--- src/rtl/mult_arb_pkg.sv ---
// Shared types and default sizing for the multiplier arbiter.
package mult_arb_pkg;

    localparam int NREQ_DEF    = 4;
    localparam int W_DEF       = 16;
    localparam int TIMEOUT_DEF = 64;

    typedef enum logic [1:0] {
        ST_IDLE,
        ST_ISSUE,
        ST_WAIT,
        ST_RESP
    } state_e;

endpackage

--- src/rtl/rr_picker.sv ---
// Round-robin selector: searches upward from last_served+1 (mod NREQ) for the first active request.
module rr_picker #(
    parameter int NREQ = 4,
    parameter int IW   = $clog2(NREQ)
) (
    input  logic [NREQ-1:0] req,
    input  logic [IW-1:0]   last_served,
    output logic [NREQ-1:0] grant,
    output logic [IW-1:0]   idx
);

    logic          found;
    logic [IW-1:0] cand;

    always_comb begin
        // NOTE: every combinational output gets a default first so no path leaves it unassigned (no latch).
        grant = '0;
        idx   = '0;
        found = 1'b0;
        cand  = '0;
        for (int k = 1; k <= NREQ; k++) begin
            cand = IW'((int'(last_served) + k) % NREQ);
            if (!found && req[cand]) begin
                found       = 1'b1;
                grant[cand] = 1'b1;
                idx         = cand;
            end
        end
    end

endmodule

--- src/rtl/mult_arbiter.sv ---
// Shares one external multiplier among NREQ requesters: round-robin grant, start, wait with timeout, respond.
module mult_arbiter
    import mult_arb_pkg::*;
#(
    parameter int NREQ    = NREQ_DEF,
    parameter int W       = W_DEF,
    parameter int TIMEOUT = TIMEOUT_DEF
) (
    input  logic              clk,
    input  logic              rst,
    input  logic [NREQ-1:0]   req,
    input  logic [NREQ*W-1:0] op_a,
    input  logic [NREQ*W-1:0] op_b,
    output logic [NREQ-1:0]   gnt,
    output logic [NREQ-1:0]   rsp_valid,
    output logic [W-1:0]      rsp_data,
    output logic              rsp_err,
    output logic              busy,
    output logic              m_start,
    output logic              m_reset,
    output logic [W-1:0]      m_inp1,
    output logic [W-1:0]      m_inp2,
    input  logic              m_done,
    input  logic [W-1:0]      m_result
);

    localparam int IW = $clog2(NREQ);
    localparam int CW = $clog2(TIMEOUT);

    state_e          state_q, state_d;
    logic [IW-1:0]   idx_q, idx_d;
    logic [IW-1:0]   last_q, last_d;
    logic [W-1:0]    a_q, a_d;
    logic [W-1:0]    b_q, b_d;
    logic [NREQ-1:0] gnt_q, gnt_d;
    logic [CW-1:0]   cnt_q, cnt_d;
    logic [W-1:0]    res_q, res_d;
    logic            err_q, err_d;

    logic [NREQ-1:0] pick_gnt;
    logic [IW-1:0]   pick_idx;

    rr_picker #(.NREQ(NREQ), .IW(IW)) u_picker (
        .req         (req),
        .last_served (last_q),
        .grant       (pick_gnt),
        .idx         (pick_idx)
    );

    always_comb begin
        state_d = state_q;
        idx_d   = idx_q;
        last_d  = last_q;
        a_d     = a_q;
        b_d     = b_q;
        gnt_d   = gnt_q;
        cnt_d   = cnt_q;
        res_d   = res_q;
        err_d   = err_q;
        m_start = 1'b0;
        m_reset = rst;
        unique case (state_q)
            ST_IDLE: begin
                if (|pick_gnt) begin
                    idx_d   = pick_idx;
                    a_d     = op_a[int'(pick_idx)*W +: W];
                    b_d     = op_b[int'(pick_idx)*W +: W];
                    gnt_d   = pick_gnt;
                    state_d = ST_ISSUE;
                end
            end
            ST_ISSUE: begin
                m_start = 1'b1;
                cnt_d   = '0;
                state_d = ST_WAIT;
            end
            ST_WAIT: begin
                cnt_d = cnt_q + 1'b1;
                // A completion in the last allowed cycle beats the timeout.
                if (m_done) begin
                    res_d   = m_result;
                    err_d   = 1'b0;
                    state_d = ST_RESP;
                end else if (cnt_q == CW'(TIMEOUT - 1)) begin
                    m_reset = 1'b1;
                    res_d   = '0;
                    err_d   = 1'b1;
                    state_d = ST_RESP;
                end
            end
            ST_RESP: begin
                last_d  = idx_q;
                gnt_d   = '0;
                state_d = ST_IDLE;
            end
            default: state_d = ST_IDLE;
        endcase
    end

    always_ff @(posedge clk) begin
        // NOTE: sequential state uses non-blocking assignments; the reset is synchronous, sampled on the edge.
        if (rst) begin
            state_q <= ST_IDLE;
            idx_q   <= '0;
            last_q  <= IW'(NREQ - 1);
            a_q     <= '0;
            b_q     <= '0;
            gnt_q   <= '0;
            cnt_q   <= '0;
            res_q   <= '0;
            err_q   <= 1'b0;
        end else begin
            state_q <= state_d;
            idx_q   <= idx_d;
            last_q  <= last_d;
            a_q     <= a_d;
            b_q     <= b_d;
            gnt_q   <= gnt_d;
            cnt_q   <= cnt_d;
            res_q   <= res_d;
            err_q   <= err_d;
        end
    end

    // The grant shows in the selecting IDLE cycle, then holds from the register until RESP ends.
    assign gnt      = (state_q == ST_IDLE && !rst) ? pick_gnt : gnt_q;
    assign busy     = (state_q != ST_IDLE);
    assign m_inp1   = busy ? a_q : '0;
    assign m_inp2   = busy ? b_q : '0;
    assign rsp_data = (state_q == ST_RESP) ? res_q : '0;
    assign rsp_err  = (state_q == ST_RESP) ? err_q : 1'b0;

    always_comb begin
        rsp_valid = '0;
        if (state_q == ST_RESP) rsp_valid[idx_q] = 1'b1;
    end

endmodule

--- config.mk ---
export PLATFORM = sky130hd
export DESIGN_NAME = mult_arbiter
export DESIGN_NICKNAME = d
export VERILOG_FILES = /design/src/rtl/mult_arb_pkg.sv /design/src/rtl/rr_picker.sv /design/src/rtl/mult_arbiter.sv
export SDC_FILE = /design/constraint.sdc
export NUM_CORES = 1
export LEC_CHECK = 0
export BUFFER_PORTS_ARGS = -buffer_cell sky130_fd_sc_hd__buf_2
export CAP_MARGIN = 20
export CORE_UTILIZATION = 30
export DETAILED_ROUTE_END_ITERATION = 10
export SYNTH_ARGS = -nofsm -noshare
export SYNTH_HDL_FRONTEND = slang
export SYNTH_SLANG_ARGS = --single-unit
--- constraint.sdc ---
create_clock -name clk -period 4.13 [get_ports clk]
set_input_delay 0.413 -clock clk [delete_from_list [all_inputs] [get_ports clk]]
set_output_delay 0.413 -clock clk [all_outputs]
set_load 0.01 [all_outputs]
; ---- Word level (Yosys, flattened, before mapping)
; Index checks and enable logic that the tools add are counted.
[classes]
bitwise_logic = 3
n_mux = 50
magnitude_cmp = 10
eq_ne = 6
n_reduce_logical = 23
shift = 2
add_sub_neg = 5
[op_table]
columns = op, count
row1 = variable part select 64 x 7 -> 16 bit, 2
row2 = 2-to-1 mux 16 bit, 5
row3 = 2-to-1 mux 4 bit, 7
row4 = 2-to-1 mux 1 bit, 19
row5 = "< comparator 2 x 3 -> 1 bit, second input constant", 5
row6 = 2-to-1 mux 2 bit, 7
row7 = OR 4 bit, 3
row8 = one-hot mux 6 bit (2 select lines), 1
row9 = demux 1 bit (select 2 bit), 5
row10 = "greater-or-equal comparator 2 x 1 -> 1 bit, second input constant", 5
row11 = logical AND 1 bit, 9
row12 = binary-select mux 1 bit (select 2 bit), 4
row13 = one-hot mux 2 bit (4 select lines), 1
row14 = one-hot mux 4 bit (2 select lines), 1
row15 = AND reduction 2 bit, 4
row16 = nonzero test 2 bit, 4
row17 = "adder 6 x 1 -> 6 bit, second input constant", 1
row18 = "== test 6 bit, second input constant", 1
row19 = "adder 2 x 1 -> 2 bit, second input constant", 2
row20 = "adder 2 bit, second input constant", 2
row21 = "== test 2 bit, second input constant", 2
row22 = zero test 1 bit, 4
row23 = OR reduction 4 bit, 1
row24 = "inequality test 3 bit, second input constant", 1
row25 = 3 further kinds, 3
[word_totals]
output_inout_bits = 60
input_bits = 151
word_cells = 108
regBits = 65

; ---- Depth between registers and ports, before layout
; Gate-level depths: netlist of run 1.
[depth]
ltp_word = 16
ltp_mapped = 14
depth_no_buf = 9

; ---- Cells and area by module
; A second synthesis of run 1 with hierarchy kept.
[hier_totals]
hier_cells = 465
hier_area_um2 = 4215.3
[by_module_without_submodules]
columns = mod, cells_each, instances, area_each_um2
row1 = mult_arbiter, 397, 1, 3669.8
row2 = rr_picker, 68, 1, 545.5

; ---- Worst setup path before layout of run 1
; OpenSTA, ideal clock, no wires.
[synth_timing]
path_kind = flip-flop to flip-flop
from = register last_q[0]
to = register idx_q[0]
synth_period_minus_slack_ns = 3.263
path_stages_with_launch = 12
arrival_time_ns = 3.146
required_time_ns = 4.014
path_buffers = 3
setup_slack_ns = 0.867
path_cell_list = dfxtp_1 -> buf_2 -> inv_1 -> ha_1 -> clkbuf_1 -> mux4_2 -> nor3b_2 -> a221o_1 -> o31ai_4 -> buf_2 -> nor3_1 -> a31o_2
[synth_via]
elab_chain_len = 15
[synth_lines]
columns = element, line_no
row1 = "start, declared", mult_arbiter.sv:32  ; logic [IW-1:0] last_q, last_d;
row2 = "start signal, assigned", mult_arbiter.sv:105  ; last_q <= IW'(NREQ - 1);
row3 = "start signal, assigned", mult_arbiter.sv:115  ; last_q <= last_d;
row4 = branches (longest 15 deep; another with < comparator 2 x 3 -> 1 bit), n/a
row5 = "end signal, assigned", mult_arbiter.sv:114  ; idx_q <= idx_d;
row6 = "end, declared", mult_arbiter.sv:31  ; logic [IW-1:0] idx_q, idx_d;
; Several ways; the timed one is not identified. The select of a mux whose other input is x is not followed.
; A chain may end at the register's enable or synchronous reset.

; ---- Final worst setup path of run 1
[layout_timing]
from = register last_q[1]
to = output port gnt[0]
[layout_via]
elab_chain_len = 14
[layout_lines]
columns = element, line_no
row1 = branches (longest 12 deep; another with < comparator 2 x 3 -> 1 bit), n/a
row2 = 2-to-1 mux 4 bit (*), rr_picker.sv:23  ; if (!found && req[cand]) begin
row3 = 2-to-1 mux 4 bit (*), mult_arbiter.sv:126  ; assign gnt = (state_q == ST_IDLE && !rst) ? pick_gnt : gnt_q;
row4 = "end, declared", mult_arbiter.sv:14  ; output logic [NREQ-1:0] gnt,
; Every way passes the cells marked *. The select of a mux whose other input is x is not followed.

==> out/qor.yml, run 1 <==
routing:
  wl_um: 13000
  dr.pass1.iters: 4
  drt_iter0_drc: 141
  wl_per_cell_um: 14.5
  vias: 4509
  vias_per_cell: 5.04
  ant_nets: 0
  drc_errors: 0
layout:
  area_delta_synth_final_pct: 33.9
  diodes: 0
  drive_above_1_share_pct: 35.0
  nets: 875
critical_path:
  r2r_end: "b_q[9]$_SDFFE_PP0P_"
  criticalPathCategory: "reg2out"
  max_stage_delay_ns: 0.53
  cp_num_buf_inv: 2
  worstPathMaxFanout: 11
  critPathCapture: "gnt[0]"
  required_ns: 3.72
  startpoint: "last_q[1]$_SDFFE_PP1P_"
  reg2reg_slack_ns: 0.69
  cp_slowest_cell: "dfxtp_1"
  cp.arrival_ns: 3.05
  rr_worst_depth: 10
  crit_cells: 7
  rr_startpoint: "last_q[1]$_SDFFE_PP1P_"
  path_cells: "inv_1, ha_1, mux4_2, nor3b_2, a221oi_1, o21ai_0, buf_2"
  worstSetupEndpointType: "output pin"
  critical-path-top-delay-family: "compound AO/OA/AOI/OAI gates"
  start_kind: "flip-flop"
clock_network:
  insertion_delay_ns: 0.33
  cts_resized: 0
  htree_num_levels: 3
  postCtsSetupRepairBufs: 0
  cts_tree: "yes"
  cts_made_buffers: 9
  path_clk_slew_ns: 0.06
  clockBufferDepth: 2
  root_buffer: "clkbuf_16"
  postCtsHoldBufs: 0
  cts.sinks: 65
power:
  p_sw_mw: 1.42
  combinationalPowerShare_pct: 52.0
  clockPowerShare_pct: 21.5
  p_sw_share_pct: 40.3
  seqPwrFrac_pct: 26.5
  p_leak_nw: 2.78
  p_int_mw: 2.11
  p_per_area_nw_per_um2: 609
  p_total_mw: 3.53
  max-vdd-ir-drop_v: 0.000264
timing:
  setup_tns_ns: 0
  setup_viol: 0
  relSlewSlack_pct: 38.3
  clock-skew-final_ns: 0.00962
  slew_violations: 0
  fin_crit_sh_pct: 83.8
  period_minus_slack_ns: 3.46
  worst_pin_slew_ns: 0.925
  max_freq_mhz: 289
  rsz0062_at_grt: "no"
  finalHoldViolCount: 0
synthesis:
  synth_edf_count: 0
  avgSynthCellArea_sq_um: 8.26
  syn_nets: 688
  synth.distinct_cells: 52
  ys_ff_latch: 65
  synth_top_area_share_pct: 30.1
  synth_area_sq_um: 4330
  dominantRegCellSynth: "dfxtp_1"
  synth.yosys.seq_area_share_pct: 30.1
  async_flop_share_pct: 0
  syn_inst: 524
  ys_top_cells_by_area: "dfxtp_1 (30%), nor2b_1 (9.3%), mux2i_1 (8.3%)"
  synth_warnings: 0
  yosysTopAreaCell: "dfxtp_1"
hold_path:
  min_path_type: "in2reg"
die:
  row_count: 43
  dieHeight_um: 122
  die_w_um: 122
  initial_utilization_pct: 30.9
  core-area_sq_um: 14000
  die_area_sq_um: 14900
  ioPinCount: 211
place:
  routabilityCongestion: 0.791
  hpwl_um: 9260
  portBuffers: 210
grt:
  grt_pass1_vias: 4183
  grt_pass1_wl_um: 19600
  grtUsageTotal_pct: 16.8
  grt_use_met1_pct: 19.1
  grt_max_degree: 65
  antenna_found_initial: 0
  met3_usage_pct: 4.35
  overflow: 0
  gr-max-usage-layer: "met2"
  grt_use_met2_pct: 29.4
job:
  maxCapViolCount: 0
status:
  status: "finished clean"
-- cells in the final DEF, fill, tap and decap left out, types with 2 or more instances in the layout --
master,instances
nand4_1,2
nor3_1,3
dfxtp_1,65
ha_1,12
nor2_1,33
clkbuf_8,2
nor2b_1,64
a221oi_1,3
buf_4,10
o21ai_0,9
buf_2,210
inv_1,8
a211oi_1,36
mux2i_1,36
a211o_1,32
a21oi_1,40
clkinv_2,2
nor4b_1,2
a22oi_1,16
o31ai_1,2
mux4_2,3
o211ai_1,3
a31o_2,2
nand3_1,2
nor3b_1,2
a2111o_1,2
nand2_1,55
o21ai_1,2
and2_1,17
clkbuf_16,9
or3b_2,3
xor2_1,3
-- worst min-delay path by stage --
stage / start / endpoint / slack [ns] / depth (start not counted)
6_report: m_result[14] / res_q[14]$_SDFFE_PP0P_ / 0.33 / 3
5_1_grt: m_result[0] / res_q[0]$_SDFFE_PP0P_ / 0.34 / 3
4_1_cts: m_result[13] / res_q[13]$_SDFFE_PP0P_ / 0.31 / 3
3_5_place_dp: a_q[7]$_SDFFE_PP0P_ / a_q[7]$_SDFFE_PP0P_ / 0.44 / 2
3_3_place_gp: a_q[4]$_SDFFE_PP0P_ / a_q[4]$_SDFFE_PP0P_ / 0.44 / 2
2_1_floorplan: a_q[0]$_SDFFE_PP0P_ / a_q[0]$_SDFFE_PP0P_ / 0.43 / 2
-- power groups by stage --
stage	sequential [mW]	clock, mW	combinational (mW)
after floorplan	0.922	0	1.41
after global placement	0.941	0	1.80
after detailed placement	0.947	0	1.85
after CTS	0.937	0.784	1.85
after global routing	0.962	0.814	2.04
final	0.935	0.760	1.83
-- area by class of cell --
cell class,count,area (sq um)
Sequential cell,65,1300
Inverter,9,33.8
Clock buffer,12,256
Clock inverter,3,40.0
Timing Repair Buffer,221,1150
Tap cell,180,225
Fill cell,1434,8190
Multi-Input combinational cell,405,2790
-- cells in the mapped netlist, types with 2 or more instances --
cell      instances
and2_1           17
nor2b_1          64
nor2_1           33
dfxtp_1          65
nor3_1            3
or3b_2            3
a22oi_1          16
clkbuf_1         27
a2111o_1          2
a31o_2            2
xor2_1            3
a21oi_1          40
o21ai_0           9
o21ai_1           2
buf_6             2
o31ai_1           2
a211oi_1         36
a211o_1          32
nand4_1           2
a221oi_1          3
inv_1             8
ha_1             13
buf_2            11
nor4b_1           2
nand3_1           2
buf_4             5
mux4_2            3
nor3b_1           2
mux2i_1          36
nand2_1          55
o211ai_1          3
-- registers in the layout (all words and copies together), names as in the netlist --
signal and cells:
idx_q 2, last_q 2, state_q 2, b_q 16, a_q 16, res_q 16, gnt_q 4, err_q 1
cnt_q 6
-- per-layer routing --
metal  part of all wire, %  up-vias  wire [um]
met5                     0        -          0
met2                    48      173       6220
met1                    42     2065       5430
li1                      -     2256          -
met4                   1.5        0        190
met3                   8.8       15       1150
-- stage by stage --
stage               area (sq um)  setup WS (ns)  utilization [%]  hold slack, ns  std cells
finish                      5790          0.667             41.4           0.331        895
global route                5790          0.364             41.4           0.335        895
CTS                         5780          0.663             41.3           0.315        893
detailed placement          5480          0.690             39.2           0.442        878
global placement            5480          0.847             39.2           0.439        878
floorplan                   4330          0.867                -           0.432        524
-- logic make-up (layout without fill, tap and decap cells) --
| kind of cell | count (synthesis) | in the layout | share of synthesized area [%] |
|---|---|---|---|
| buf+inv | 54 | 245 | 5.78 |
| fa+ha+maj | 13 | 13 | 3.76 |
| simple gates | 192 | 192 | 23.7 |
| flops | 65 | 65 | 30.1 |
| mux | 39 | 39 | 9.89 |
| xor+xnor | 4 | 4 | 0.810 |
| compound gates | 157 | 157 | 26.0 |
-- worst register-to-register path, stage by stage, from the launching register on --
cell and delay (ns):
dfxtp_1 0.53, inv_1 0.21, ha_1 0.47, mux4_2 0.46, nor4_1 0.49, nor4_4 0.10
buf_4 0.35, nor2b_1 0.25, a211oi_1 0.07, a211o_1 0.32, a21oi_1 0.12
Power figures use the tool's default switching activity.
==> run 2, diff against run 1 <==
Settings changed: ABC_AREA from default to 1.
Clock period 4.13 ns to 2.9 ns, I/O delays scaled along.
==> run 2 against run 1 <==
Cell count is 41% higher; synthesized cell count is 63% higher; combinational power is 110% higher; non-clock buffer count is 7 higher; clock skew is 0.0013 ns lower; critical endpoint is now gnt[3]; largest power group unchanged.
==> out/qor.yml, run 2 <==
status:
  status: "finished clean"  # unchanged
routing:
  dr.pass1.iters: 4  # unchanged
  wl_um: 15200  # was 13,000 um
  vias: 5719  # was 4,509
  wl_per_cell_um: 12.0  # was 14.5 um
  drc_errors: 0  # unchanged
  vias_per_cell: 4.53  # was 5.04
  drt_iter0_drc: 305  # was 141
  ant_nets: 0  # unchanged
timing:
  fin_ws_ns: 0.234  # was 0.667 ns
  period_minus_slack_ns: 2.67
  relSlewSlack_pct: 67.0  # was 38.3%
  rsz0062_at_grt: "no"  # unchanged
  slew_violations: 0  # unchanged
  clock-skew-final_ns: 0.00837  # was 0.00962 ns
  setup_viol: 0  # unchanged
  worst_pin_slew_ns: 0.494  # was 0.925 ns
  max_freq_mhz: 375
  setup_tns_ns: 0  # unchanged
  fin_hold_ws_ns: 0.199  # was 0.331 ns
  finalHoldViolCount: 0  # unchanged
  fin_crit_sh_pct: 91.9
layout:
  area_delta_synth_final_pct: 31.9  # was 33.9%
  nets: 1205  # was 875
  layout_common_cells: "nand2_1 (218), buf_2 (210), nand3_1 (145)"  # was buf_2 (210), dfxtp_1 (65), nor2b_1 (64)
  reg_top3: "a_q (16), b_q (16), res_q (16)"  # unchanged
  drive_above_1_share_pct: 25.8  # was 35.0%
  layout_commonest_cell: "nand2_1"  # was buf_2
  final_cells: 1263  # was 895
die:
  die_area_sq_um: 16900  # was 14,900 sq um
  initial_utilization_pct: 30.8  # was 30.9%
  dieHeight_um: 130  # was 122 um
  core-area_sq_um: 15900  # was 14,000 sq um
  ioPinCount: 211  # unchanged
  die_w_um: 130  # was 122 um
  row_count: 46  # was 43
grt:
  grt_pass1_vias: 5113  # was 4,183
  grt_pass1_wl_um: 23900  # was 19,600 um
  antenna_found_initial: 1  # was 0
  grtUsageTotal_pct: 17.7  # was 16.8%
  grt_max_degree: 48  # was 65
  overflow: 0  # unchanged
synthesis:
  syn_inst: 855  # was 524
  ys_ff_latch: 65  # unchanged
  async_flop_share_pct: 0  # unchanged
  synth_top_area_share_pct: 26.5  # was 30.1%
  synth_commonest_cells: "nand2_1 (220), nand3_1 (145), inv_1 (136)"  # was dfxtp_1 (65), nor2b_1 (64), nand2_1 (55)
  synthMostInstantiatedCell: "nand2_1"  # was dfxtp_1
  dominantRegCellSynth: "dfxtp_1"  # unchanged
  avgSynthCellArea_sq_um: 5.74  # was 8.26 sq um
  syn_nets: 1019  # was 688
  synth_area_sq_um: 4910  # was 4330 sq um
  synth.yosys.seq_area_share_pct: 26.5  # was 30.1%
  yosysTopAreaCell: "dfxtp_1"  # unchanged
  ys_top_cells_by_area: "dfxtp_1 (27%), nand2_1 (17%), nand3_1 (15%)"  # was dfxtp_1 (30%), nor2b_1 (9.3%), mux2i_1 (8.3%)
  synth_edf_count: 0  # unchanged
  synth_warnings: 0  # unchanged
  synth.distinct_cells: 31  # was 52
clock_network:
  cts_made_buffers: 9  # unchanged
  root_buffer: "clkbuf_16"  # unchanged
  clockBufferDepth: 2  # unchanged
  htree_num_levels: 3  # unchanged
  cts.sinks: 65  # unchanged
  postCtsSetupRepairBufs: 0  # unchanged
  path_clk_slew_ns: 0.06  # about the same
  cts_tree: "yes"  # unchanged
  insertion_delay_ns: 0.34  # was 0.33 ns
  postCtsHoldBufs: 0  # unchanged
power:
  p_per_area_nw_per_um2: 972  # was 609 nW/um^2
  max-vdd-ir-drop_v: 0.000453  # was 0.000264 V
  p_total_mw: 6.30  # was 3.53 mW
  p_leak_nw: 3.71  # was 2.78 nW
place:
  routabilityCongestion: 0.835  # was 0.791
  place_ws_ns: 0.242  # was 0.690 ns
  portBuffers: 210  # unchanged
  dp.cells: 1246  # was 878
  hpwl_um: 11100  # was 9260 um
critical_path:
  path_cells: "inv_2, ha_1, inv_1, nand3_2, nand2_4, nor2_4, a21oi_1, nand3_1, mux2_2, buf_2"  # was inv_1, ha_1, mux4_2, nor3b_2, a221oi_1, o21ai_0, buf_2
  cp_slowest_cell: "ha_1"  # was dfxtp_1
  required_ns: 2.61  # was 3.72 ns
  worstSetupEndpointType: "output pin"  # unchanged
  max_stage_delay_ns: 0.38  # was 0.53 ns
  start_kind: "flip-flop"  # unchanged
  criticalPathCategory: "reg2out"  # unchanged
  cp_num_buf_inv: 3  # was 2
  cp.arrival_ns: 2.38  # was 3.05 ns
  critical-path-top-delay-family: "simple AND/OR/NAND/NOR gates"  # was compound AO/OA/AOI/OAI gates
  worstPathMaxFanout: 11  # unchanged
hold_path:
  min_path_type: "in2reg"  # unchanged
job:
  maxCapViolCount: 0  # unchanged
[run 2: cell families after synthesis]
kind of cell,synth area share (%)
buffers and inverters,16.4
AND/OR/NAND/NOR,44.6
flip-flops,26.5
adder cells (fa/ha/maj),3.31
multiplexers,0.917
AO/OA/AOI/OAI,8.28
[run 2: what timing repair did]
| action | in CTS | in global routing |
|---|---|---|
| endpoints found under the setup margin | 0 | 1 |
| hold endpoints to repair | 0 | 0 |
| resized for setup | 0 | 1 |
[run 2: tightest hold or removal path: cells and delay by family]
kind                   cells  cell delay [ns]
and+or+nand+nor            1             0.05
buffers and inverters      1             0.09
AOI/OAI and AO/OA          1             0.05
[run 2: final cells by class]
cell class                      count  area, sq um
Fill cell                        1790         9470
Multi-Input combinational cell    598         2820
Sequential cell                    65         1300
Timing Repair Buffer              228         1240
Inverter                          139          522
Tap cell                          216          270
Clock buffer                       10          229
Clock inverter                      6         92.6
Antenna cell                        1         2.50
[run 2: final timing paths]
| path | endpoint | start | slack, ns | cells past startpoint |
|---|---|---|---|---|
| max reg2reg | a_q[15]$_SDFFE_PP0P_ | last_q[0]$_SDFFE_PP1P_ | 0.31 | 14 |
| min reg2reg | cnt_q[5]$_SDFFE_PP0P_ | cnt_q[5]$_SDFFE_PP0P_ | 0.44 | 1 |
| max | gnt[3] | last_q[0]$_SDFFE_PP1P_ | 0.23 | 10 |
| min | res_q[10]$_SDFFE_PP0P_ | m_result[10] | 0.20 | 3 |
[run 2: layer usage]
metal  wire, um  GRT usage, %  vias up
li1           -             -     3027
met1       6890          21.4     2508
met2       7090          30.9      168
met3       1020          4.31       16
met4        201          5.61        0
met5          0             0        -
[run 2: metrics by stage]
step                      util [%]  area, sq um
after global placement        38.6         6150
after detailed placement      38.6         6150
final                         40.6         6480
after CTS                     40.6         6470
after global routing          40.6         6470
after floorplan                  -         4910
[run 2: power breakdown]
group	internal, mW	total (mW)	leakage [nW]	switching (mW)
combinational	1.37	3.87	3.03	2.50
clock	0.756	1.19	0.149	0.434
sequential	1.15	1.24	0.534	0.0922
total	3.27	6.30	3.71	3.03
==> run 3, diff against run 2 <==
Settings changed: PLACE_DENSITY from default to 0.67, SLEW_MARGIN from default to 30.
==> run 3 against run 2 <==
Flip-flop and latch count is the same; clock-buffer cell count shrank 1; register-to-register slack better by 0.08 ns; total power grew 1.2%; clock skew shrank 0.00099 ns; critical path depth is the same; setup slack gained 0.012 ns; die area did not move; non-clock buffer count decreased by 1; maximum frequency rose by 0.44%; combinational power grew 2%; critical endpoint unchanged.
==> out/qor.yml, run 3 (same netlist as run 2, synthesis figures left out) <==
status:
  status: "finished clean"  # unchanged
power:
  p_sw_share_pct: 48.1  # about the same
  clockPowerShare_pct: 18.9  # about the same
  p_per_area_nw_per_um2: 981  # was 972 nW/um^2
  max-vdd-ir-drop_v: 0.000501  # was 0.000453 V
  p_sw_mw: 3.06  # was 3.03 mW
  p_int_mw: 3.31  # was 3.27 mW
  seqPwrFrac_pct: 19.4  # was 19.7%
  combinationalPowerShare_pct: 61.6  # was 61.4%
  p_leak_nw: 3.72  # was 3.71 nW
  p_total_mw: 6.37  # was 6.30 mW
place:
  routabilityCongestion: 0.826  # was 0.835
  hpwl_um: 10800  # was 11,100 um
  portBuffers: 210  # unchanged
  place_ws_ns: 0.315  # was 0.242 ns
routing:
  vias: 5757  # was 5,719
  dr.pass1.iters: 5  # was 4
  wl_per_cell_um: 12.0  # about the same
  ant_nets: 0  # unchanged
  drt_iter0_drc: 230  # was 305
  drc_errors: 0  # unchanged
  vias_per_cell: 4.57  # was 4.53
  wl_um: 15200  # about the same
die:
  core-area_sq_um: 15900  # unchanged
  row_count: 46  # unchanged
  ioPinCount: 211  # unchanged
  initial_utilization_pct: 30.8  # unchanged
  die_area_sq_um: 16900  # unchanged
  dieHeight_um: 130  # unchanged
  die_w_um: 130  # unchanged
critical_path:
  cp_slowest_cell: "dfxtp_2"  # was ha_1
  path_cells: "inv_1, ha_1, inv_1, nand3_2, nand2_4, nor2_4, a21oi_1, nand3_1, mux2_2, buf_2"  # was inv_2, ha_1, inv_1, nand3_2, nand2_4, nor2_4, a21oi_1, nand3_1, mux2_2, buf_2
  worstSetupEndpointType: "output pin"  # unchanged
  max_stage_delay_ns: 0.39  # was 0.38 ns
  criticalPathCategory: "reg2out"  # unchanged
  critical-path-top-delay-family: "simple AND/OR/NAND/NOR gates"  # unchanged
  critPathMostFrequentCell: "inv_1"
  start_kind: "flip-flop"  # unchanged
  required_ns: 2.61  # about the same
  cp_num_buf_inv: 3  # unchanged
  cp.arrival_ns: 2.36  # was 2.38 ns
  worstPathMaxFanout: 8  # was 11
grt:
  grt_pass1_wl_um: 24600  # was 23,900 um
  antenna_found_initial: 0  # was 1
  grt_pass1_vias: 5314  # was 5,113
  grtUsageTotal_pct: 18.4  # was 17.7%
  overflow: 0  # unchanged
  grt_max_degree: 66  # was 48
timing:
  relSlewSlack_pct: 65.4  # was 67.0%
  period_minus_slack_ns: 2.65  # was 2.67 ns
  worst_pin_slew_ns: 0.518  # was 0.494 ns
  slew_violations: 0  # unchanged
  clock-skew-final_ns: 0.00738  # was 0.00837 ns
  fin_ws_ns: 0.246  # was 0.234 ns
  setup_tns_ns: 0  # unchanged
  max_freq_mhz: 377  # was 375 MHz
  rsz0062_at_grt: "no"  # unchanged
  finalHoldViolCount: 0  # unchanged
  fin_crit_sh_pct: 91.5  # was 91.9%
  setup_viol: 0  # unchanged
layout:
  nets: 1204  # was 1,205
  layout_common_cells: "nand2_1 (218), buf_2 (210), nand3_1 (145)"  # unchanged
  area_delta_synth_final_pct: 32.3  # was 31.9%
  diodes: 0  # was 1
  layout_commonest_cell: "nand2_1"  # unchanged
  reg_top3: "a_q (16), b_q (16), res_q (16)"  # unchanged
  drive_above_1_share_pct: 25.9  # was 25.8%
clock_network:
  clockBufferDepth: 2  # unchanged
  root_buffer: "clkbuf_16"  # unchanged
  htree_num_levels: 3  # unchanged
  insertion_delay_ns: 0.34  # about the same
  postCtsSetupRepairBufs: 0  # unchanged
  cts_made_buffers: 9  # unchanged
  path_clk_slew_ns: 0.06  # about the same
  cts.sinks: 65  # unchanged
  cts_tree: "yes"  # unchanged
hold_path:
  min_path_type: "in2reg"  # unchanged
job:
  maxCapViolCount: 0  # unchanged
## run 3: cell types whose count changed in the layout (fill, tap and decap cells not counted)
cell,delta
buf_12,+2
buf_4,-2
inv_6,+2
buf_6,-1
clkbuf_1,-1
clkinvlp_4,-1
dfxtp_1,-1
dfxtp_2,+1
diode_2,-1
## run 3: cell type report
class / instances / area (sq um)
multi-input cells: 598 / 2820
clock inverters: 7 / 103
inverters: 139 / 522
clock buffers: 9 / 225
repair buffers: 227 / 1250
well taps: 216 / 270
fillers: 1734 / 9450
flip-flops and latches: 65 / 1300
## run 3: stage by stage
step	area (sq um)	utilization (%)	std cells	hold WS [ns]
2_1_floorplan	4910	-	855	0.359
3_3_place_gp	6170	38.7	1245	0.438
3_5_place_dp	6170	38.7	1245	0.439
4_1_cts	6490	40.7	1261	0.178
5_1_grt	6490	40.7	1261	0.178
6_report	6490	40.7	1261	0.195
## run 3: timing repair
item,in CTS,in global routing
resized for setup,0,1
setup endpoints to repair,0,2
hold buffers,0,0
## run 3: final timing paths
| kind | slack, ns | endpoint | from | depth (start not counted) |
|---|---|---|---|---|
| max | 0.25 | gnt[3] | last_q[1]$_SDFFE_PP1P_ | 10 |
| min | 0.19 | res_q[14]$_SDFFE_PP0P_ | m_result[14] | 3 |
| max reg2reg | 0.39 | b_q[15]$_SDFFE_PP0P_ | last_q[1]$_SDFFE_PP1P_ | 16 |
| min reg2reg | 0.44 | cnt_q[5]$_SDFFE_PP0P_ | cnt_q[5]$_SDFFE_PP0P_ | 1 |
## run 3: power by group through the flow
stage	clock network, mW	registers [mW]	logic, mW
after floorplan	0	1.24	2.95
after global routing	1.29	1.27	4.50
after global placement	0	1.25	3.95
final	1.21	1.24	3.93
after detailed placement	0	1.26	3.98
after CTS	1.25	1.24	3.99
## run 3: worst register-to-register path, cell delays in order (launching register included)
cell	delay [ns]
dfxtp_2	0.39
inv_1	0.07
ha_1	0.36
inv_1	0.10
nand3_2	0.14
nand2_4	0.09
nor2_4	0.17
nand3_1	0.12
inv_2	0.08
nand2_2	0.07
nand2_2	0.09
buf_12	0.23
nand2_1	0.15
nand3_1	0.10
nand3_1	0.08
nor2_1	0.11
nor2_1	0.04
## run 3: routing by layer
layer	wire (um)	GRT usage (%)	part of all wire [%]
met5	0	0	0
met4	223	5.68	1.5
met3	1130	4.51	7.4
met2	7080	32.4	47
met1	6750	22.0	44
